`src/rtl/lut3_sweep_ctrl.sv`:
```
// Purpose: exhaustive 8-code sweep of one LUT3 under test, checked against an expected truth table.
// Latency: REPEAT*8*(SETTLE_CYCLES+2) cycles from first DRIVE; done pulses on the following cycle.
// Backpressure: none; start is ignored while busy, abort returns to IDLE on the next cycle.
// Optional capture of the sampled LUT outputs is enabled by defining LUT3_SWEEP_CAPTURE_EN.

module lut3_sweep_ctrl #(
    parameter int unsigned SETTLE_CYCLES = 4,
    parameter int unsigned REPEAT        = 1
) (
    input  logic       clk,
    input  logic       rst_n,
    input  logic       start,
    input  logic       abort,
    input  logic [7:0] expected,
    output logic [2:0] lut_i,
    input  logic       lut_o,
    output logic       busy,
    output logic       done,
    output logic       pass,
    output logic [2:0] fail_idx,
    output logic [3:0] fail_cnt
`ifdef LUT3_SWEEP_CAPTURE_EN
    ,
    output logic [7:0] observed
`endif
);

    typedef enum logic [2:0] {
        ST_IDLE   = 3'd0,
        ST_DRIVE  = 3'd1,
        ST_SETTLE = 3'd2,
        ST_SAMPLE = 3'd3,
        ST_DONE   = 3'd4
    } state_t;

    localparam logic [7:0] SETTLE_LD  = 8'(SETTLE_CYCLES);
    localparam logic [3:0] LAST_SWEEP = 4'(REPEAT - 1);

    state_t     state_q;
    state_t     state_d;
    logic [7:0] exp_q;
    logic [2:0] idx_q;
    logic [3:0] sweep_q;
    logic [7:0] settle_q;

    logic       start_ok;
    logic       abort_run;
    logic       mismatch;
    logic       last_idx;
    logic       last_sweep;

    assign start_ok   = start && !abort;
    assign abort_run  = abort && (state_q != ST_IDLE);
    assign mismatch   = (lut_o != exp_q[idx_q]);
    assign last_idx   = (idx_q == 3'd7);
    assign last_sweep = (sweep_q == LAST_SWEEP);

    assign busy = (state_q != ST_IDLE);
    // An abort landing on the DONE cycle suppresses the completion pulse.
    assign done = (state_q == ST_DONE) && !abort;

    // State register.
    always_ff @(posedge clk or negedge rst_n) begin
        if (!rst_n) begin
            state_q <= ST_IDLE;
        end else begin
            state_q <= state_d;
        end
    end

    // Next-state logic; abort from any active state overrides the normal flow.
    always_comb begin
        state_d = state_q;
        case (state_q)
            ST_IDLE:   if (start_ok) state_d = ST_DRIVE;
            ST_DRIVE:  state_d = ST_SETTLE;
            ST_SETTLE: if (settle_q == 8'd1) state_d = ST_SAMPLE;
            ST_SAMPLE: begin
                if (!last_idx || !last_sweep) state_d = ST_DRIVE;
                else                          state_d = ST_DONE;
            end
            ST_DONE:   state_d = ST_IDLE;
            default:   state_d = ST_IDLE;
        endcase
        if (abort_run) state_d = ST_IDLE;
    end

    // Datapath: truth-table latch, sweep counters, mismatch bookkeeping and result flags.
    always_ff @(posedge clk or negedge rst_n) begin
        if (!rst_n) begin
            exp_q    <= 8'h00;
            idx_q    <= 3'd0;
            sweep_q  <= 4'd0;
            settle_q <= 8'd0;
            lut_i    <= 3'd0;
            pass     <= 1'b0;
            fail_idx <= 3'd0;
            fail_cnt <= 4'd0;
`ifdef LUT3_SWEEP_CAPTURE_EN
            observed <= 8'h00;
`endif
        end else if (abort_run) begin
            // Partial counts and the driven code stay visible for debug.
            pass <= 1'b0;
        end else begin
            case (state_q)
                ST_IDLE: begin
                    if (start_ok) begin
                        exp_q    <= expected;
                        idx_q    <= 3'd0;
                        sweep_q  <= 4'd0;
                        pass     <= 1'b0;
                        fail_idx <= 3'd0;
                        fail_cnt <= 4'd0;
`ifdef LUT3_SWEEP_CAPTURE_EN
                        observed <= 8'h00;
`endif
                    end
                end
                ST_DRIVE: begin
                    lut_i    <= idx_q;
                    settle_q <= SETTLE_LD;
                end
                ST_SETTLE: begin
                    settle_q <= settle_q - 8'd1;
                end
                ST_SAMPLE: begin
                    if (mismatch) begin
                        // fail_cnt still zero means this is the run's first mismatch.
                        if (fail_cnt == 4'd0) fail_idx <= idx_q;
                        if (fail_cnt != 4'hF) fail_cnt <= fail_cnt + 4'd1;
                    end
`ifdef LUT3_SWEEP_CAPTURE_EN
                    observed[idx_q] <= lut_o;
`endif
                    if (!last_idx) begin
                        idx_q <= idx_q + 3'd1;
                    end else if (!last_sweep) begin
                        idx_q   <= 3'd0;
                        sweep_q <= sweep_q + 4'd1;
                    end
                end
                ST_DONE: begin
                    pass <= (fail_cnt == 4'd0);
                end
                default: ;
            endcase
        end
    end

endmodule

```
`config.mk`:
```
export PLATFORM = sky130hd
export DESIGN_NAME = lut3_sweep_ctrl
export DESIGN_NICKNAME = d
export VERILOG_FILES = /design/src/rtl/lut3_sweep_ctrl.sv
export SDC_FILE = /design/constraint.sdc
export NUM_CORES = 1
export LEC_CHECK = 0
export CORE_MARGIN = 2
export CORE_UTILIZATION = 54
export CTS_BUF_LIST = sky130_fd_sc_hd__clkbuf_2 sky130_fd_sc_hd__clkbuf_4 sky130_fd_sc_hd__clkbuf_8
export CTS_CLUSTER_DIAMETER = 60
export DETAILED_ROUTE_END_ITERATION = 16
export PLACE_DENSITY = 0.76
export SETUP_SLACK_MARGIN = 0.02
export SKIP_LAST_GASP = 1
export SYNTH_ARGS = -nofsm -noshare
export SYNTH_HDL_FRONTEND = slang
export SYNTH_SLANG_ARGS = --single-unit
```
`constraint.sdc`:
```
create_clock -name clk -period 2.52 [get_ports clk]
set_clock_uncertainty 0.05 [all_clocks]
set_input_delay 0.504 -clock clk [delete_from_list [all_inputs] [get_ports clk]]
set_output_delay 0.504 -clock clk [all_outputs]
set_load 0.005 [all_outputs]
```
# Word level (Yosys, flattened, before mapping)

Index checks and enable logic that the tools add are counted.

Register bits after elaboration: 37
Bits of input ports: 13

Add/sub/neg operators: 4
$lt $le $gt $ge: 1
Equality and inequality tests: 17
Muxes and demuxes: 25
Bitwise operators: 1
Reduce and logical (&&, ||, !) cells: 23

Operator list:

| kind                | count |
|---|---|
| $mux 3              | 9 |
| $mux 4              | 5 |
| $pmux 4 s2          | 2 |
| $pmux 8 s2          | 1 |
| $reduce_and 5->1    | 3 |
| $ne 2x2->1 const B  | 6 |
| $pmux 3 s2          | 2 |
| $pmux 3 s4          | 1 |
| $ne 3x3->1 const B  | 3 |
| $add 4x1->4 const B | 2 |
| $eq 8x1->1 const B  | 1 |
| $logic_not 4->1     | 2 |
| $reduce_and 2->1    | 4 |
| $sub 8x1->8 const B | 1 |
| $eq 3x2->1 const B  | 2 |
| $eq 3x3->1 const B  | 2 |
| $reduce_bool 3->1   | 2 |
| $lt 3x4->1 const B  | 1 |
| $ne 4x4->1 const B  | 1 |
| $reduce_and 4->1    | 1 |
| $reduce_bool 2->1   | 2 |
| $add 3x1->3 const B | 1 |
| $bmux 1 s3          | 1 |
| $eq 3x1->1 const B  | 1 |
| 9 further kinds     | 15 |

# Depth between registers and ports, before layout

Depth after elaboration: 6
Gate-level depth with buffers: 7
Depth with buffers taken out: 7

# Worst setup path after synthesis

Ideal clock, no wire load.

Kind: flip-flop to flip-flop
Start point: register idx_q[0]
End point: register fail_cnt[1]
Arrival time: 1.857 ns
Data required time: 2.369 ns
Path slack: 0.512 ns
Stages on the path, launching flop included: 6
Cells stage by stage: dfrtp_1 -> mux4_1 -> mux2_4 -> xnor2_4 -> and3_2 -> o32ai_1

Cells in the longest elaborated chain, start to end: 5

Ends and longest elaborated chain:

| item                         | RTL line | text |
|---|---|---|
| start: declaration           | 42       | `logic [2:0] idx_q;` |
| start signal: assignment     | 137      | `idx_q <= idx_q + 3'd1;` |
| $bmux 1 s3                   | 54       | `assign mismatch = (lut_o != exp_q[idx_q]);` |
| $mux 1 (implied by the code) | 54       |  |
| $ne 1x1->1                   | 54       |  |
| $ne 2x2->1 (no line)         | --       |  |
| $reduce_and 5->1 (no line)   | --       |  |
| end signal: assignment       | 131      | `if (fail_cnt != 4'hF) fail_cnt <= fail_cnt + 4'd1;` |
| end: declaration             | 21       | `output logic [3:0] fail_cnt` |

Every way passes these cells. The select of a mux whose other input is x is not followed.
A chain may end at the register's enable or synchronous reset.

# Final worst setup path

Start point: input abort
End point: output done

Cells in the longest elaborated chain, start to end: 2

Ends and longest elaborated chain:

| item               | RTL line | text |
|---|---|---|
| start: declaration | 13       | `input logic abort,` |
| $logic_not 1->1    | 60       | `assign done = (state_q == ST_DONE) && !abort;` |
| $logic_and 1x1->1  | 60       |  |
| end: declaration   | 18       | `output logic done,` |

Every way passes these cells.

==> metrics.md <==
| Metric | Value |
|---|---|
| Max_slew headroom | `69.0%` |
| CTS tree | `yes` |
| Total Power | `1.64 mW` |
| Critical Path Max Stage Delay | `0.56 ns` |
| WP data arrival | `1.83 ns` |
| CP max stage cell | `clkdlybuf4s50_1` |
| Max Cap Viol | `0` |
| Final HPWL DP | `2920 µm` |
| WS Path Type | `input port to primary output` |
| Average cell area after synthesis | `10.4 µm²` |
| Row count | `22` |
| Vias | `1581` |
| Core area | `3610 µm²` |
| Post-CTS Setup Inserts | `0` |
| Fin nets | `248` |
| Final worst path period share | `94.5%` |
| Routability cong. | `0.821` |
| Placed cell count | `268` |
| Die W | `64.7 µm` |
| Maximum vdd drop | `0.000413 V` |
| # diodes | `0` |
| Post-DRT Antenna Nets | `0` |
| Worst slew pin tran | `0.465 ns` |
| Antenna violations before repair | `0` |
| Placed Instance Area | `2340 µm²` |
| Outcome | `finished, final reports clean` |
| Pins Over Slew Limit | `0` |
| CTS Hold Bufs | `0` |
| Layout cell share with drive strength beyond 1 | `17.5%` |
| CP Max Fanout | `2` |
| Top post-synthesis cells by count | `37 x dfrtp_1, 22 x nor2_1, 12 x inv_1, 12 x mux2_2, 11 x nand2_1` |
| Syn Nets | `213` |
| Post-synth cell types | `44` |
| Drt total wl | `4170 µm` |
| Global-route wire length before repair | `6600 µm` |
| Worst Path Required | `1.97 ns` |
| RSZ-0062 raised after global routing | `no` |
| Non-filler cells, final | `276` |
| Hold Path Class | `flop to flop` |
| Count leader, synth | `dfrtp_1` |
| Critical path, cell by cell | `clkdlybuf4s50_1 > nor4b_2 > clkdlybuf4s50_1` |
| Setup crit end kind | `primary output` |
| First DRT Iteration DRCs | `131` |
| Clock latency on the worst-skew pair | `0.29 ns` |
| Mapped Cells | `192` |
| Leakage | `1.06 nW` |
| Drt via density | `5.73` |
| Final count of hold timing violations | `0` |
| Ys async rst share | `100%` |
| Total CTS buffers | `5` |
| Worst-path clk slew | `0.07 ns` |
| Filler cells | `294` |
| Crit-path most repeated cell | `clkdlybuf4s50_1` |
| Number of synthesis warnings | `0` |
| Wire length per cell | `15.1 µm` |
| GR Overflow Total | `0` |
| Initial Util | `55.1%` |
| Final setup fails | `0` |
| FF+latch count, synth | `37` |
| Sink Count | `37` |
| CP Launch Type | `input port` |
| DRC Markers | `0` |
| Number of global-route vias before repair | `1486` |
| Cell area power density | `676 nW/µm²` |
| Drt pass-1 iters | `4` |
| Clock root buffer | `clkbuf_8` |
| Largest net degree at the start of global routing | `38` |
| Area of the multi-input gates | `996 µm²` |
| H-tree Lvls | `2` |
| Post-CTS Resized | `0` |
| Die ar. | `4180 µm²` |
| Top Ports | `26` |
| Sequential cell area fraction in the yosys report | `46.6%` |
| Post-synth top area cell | `dfrtp_1` |
| Crit path time final | `2.38 ns` |
| Die Y | `64.7 µm` |
| Post-synth top flop | `dfrtp_1` |
| Reg area | `926 µm²` |
| Top cells by area, synth | `dfrtp_1 47%, mux2_2 6.8%, ha_1 5.0%, nor2_1 4.2%, mux4_1 2.6%` |
| Post-synth top area share | `46.6%` |
| Area Growth Syn to Fin | `22.3%` |
| Post-layout instance area | `2430 µm²` |
| GRT Overall Usage | `20.9%` |
| Setup TNS | `0 ns` |
| Synthesized cell area | `1990 µm²` |
| I/O Buffers | `25` |
| Post-synth EDFFs | `0` |
| CTS max path bufs | `2` |
| Fmax | `420 MHz` |
## layout make-up
type                            instances  share of cell area (%)
Clock inverter                          2                   0.412
Inverter                               12                    1.85
Timing Repair Buffer                   34                    13.1
Sequential cell                        37                    38.1
Tap cell                               48                    2.47
Clock buffer                            6                    3.14
Multi-Input combinational cell        137                    41.0
## layout by cell type (no fill, tap or decap), types with 4 or more instances in the layout
master,netlist,layout
a21oi_1,9,9
buf_4,1,9
clkbuf_8,0,5
clkdlybuf4s50_1,0,25
dfrtp_1,37,37
ha_1,8,8
inv_1,12,12
mux2_2,12,12
nand2_1,11,11
nand3_1,7,7
nand3b_1,4,4
nor2_1,22,22
nor3_1,5,5
o21ai_0,10,10
o21ai_1,4,4
xor2_1,5,5
## final timing paths
| check | start | slack [ns] | cells after the start | to |
|---|---|---|---|---|
| setup / recovery | abort | 0.14 | 3 | done |
| hold / removal | exp_q[1] | 0.45 | 1 | exp_q[1] |
| setup reg to reg | idx_q[0] | 0.30 | 5 | fail_cnt[1] |
| hold reg to reg | exp_q[1] | 0.45 | 1 | exp_q[1] |
| max in group asynchronous | rst_n | 1.51 | 2 | fail_idx[1] |
| min in group asynchronous | rst_n | 0.59 | 2 | settle_q[7] |
## worst max-delay path, delay by kind of cell
kind / cells / cell delay, ns
buf+inv: 2 / 1.02
simple gates: 1 / 0.31
## state kept, by name, indices dropped and copies added (netlist names)
signal	cells
lut_i	3
fail_idx	3
state_q	3
settle_q	8
pass	1
idx_q	3
fail_cnt	4
exp_q	8
sweep_q	4
## power by group
| part | internal [mW] | switching, mW | total, mW | leakage, nW |
|---|---|---|---|---|
| sequential | 0.700 | 0.0993 | 0.800 | 0.487 |
| combinational | 0.220 | 0.217 | 0.436 | 0.527 |
| clock | 0.202 | 0.206 | 0.408 | 0.0484 |
## logic make-up after synthesis
family,synth area share [%]
adders and majority gates,5.03
xor gates and xnor gates,4.91
DFF,46.6
muxes,10.2
buffers and inverters,3.65
AOI/OAI and AO/OA,11.2
and+or+nand+nor,18.4
## layer usage
layer	up-vias	wire length (µm)	global-route usage, %
li1	756	-	-
met2	44	2120	36.1
met4	0	63	7.45
met3	7	200	5.73
met5	-	0	0
met1	774	1780	25.1
## metrics by stage
| step | setup slack [ns] | hold WS, ns | utilization (%) |
|---|---|---|---|
| 4_1_cts | 0.0791 | 0.461 | 67.2 |
| 5_1_grt | 0.0846 | 0.485 | 67.4 |
| 3_3_place_gp | 0.165 | 0.431 | 64.9 |
| 6_report | 0.139 | 0.454 | 67.4 |
| 3_5_place_dp | 0.0875 | 0.442 | 64.9 |
| 2_1_floorplan | 0.512 | 0.158 | - |
(Power assumes the default switching activity.)
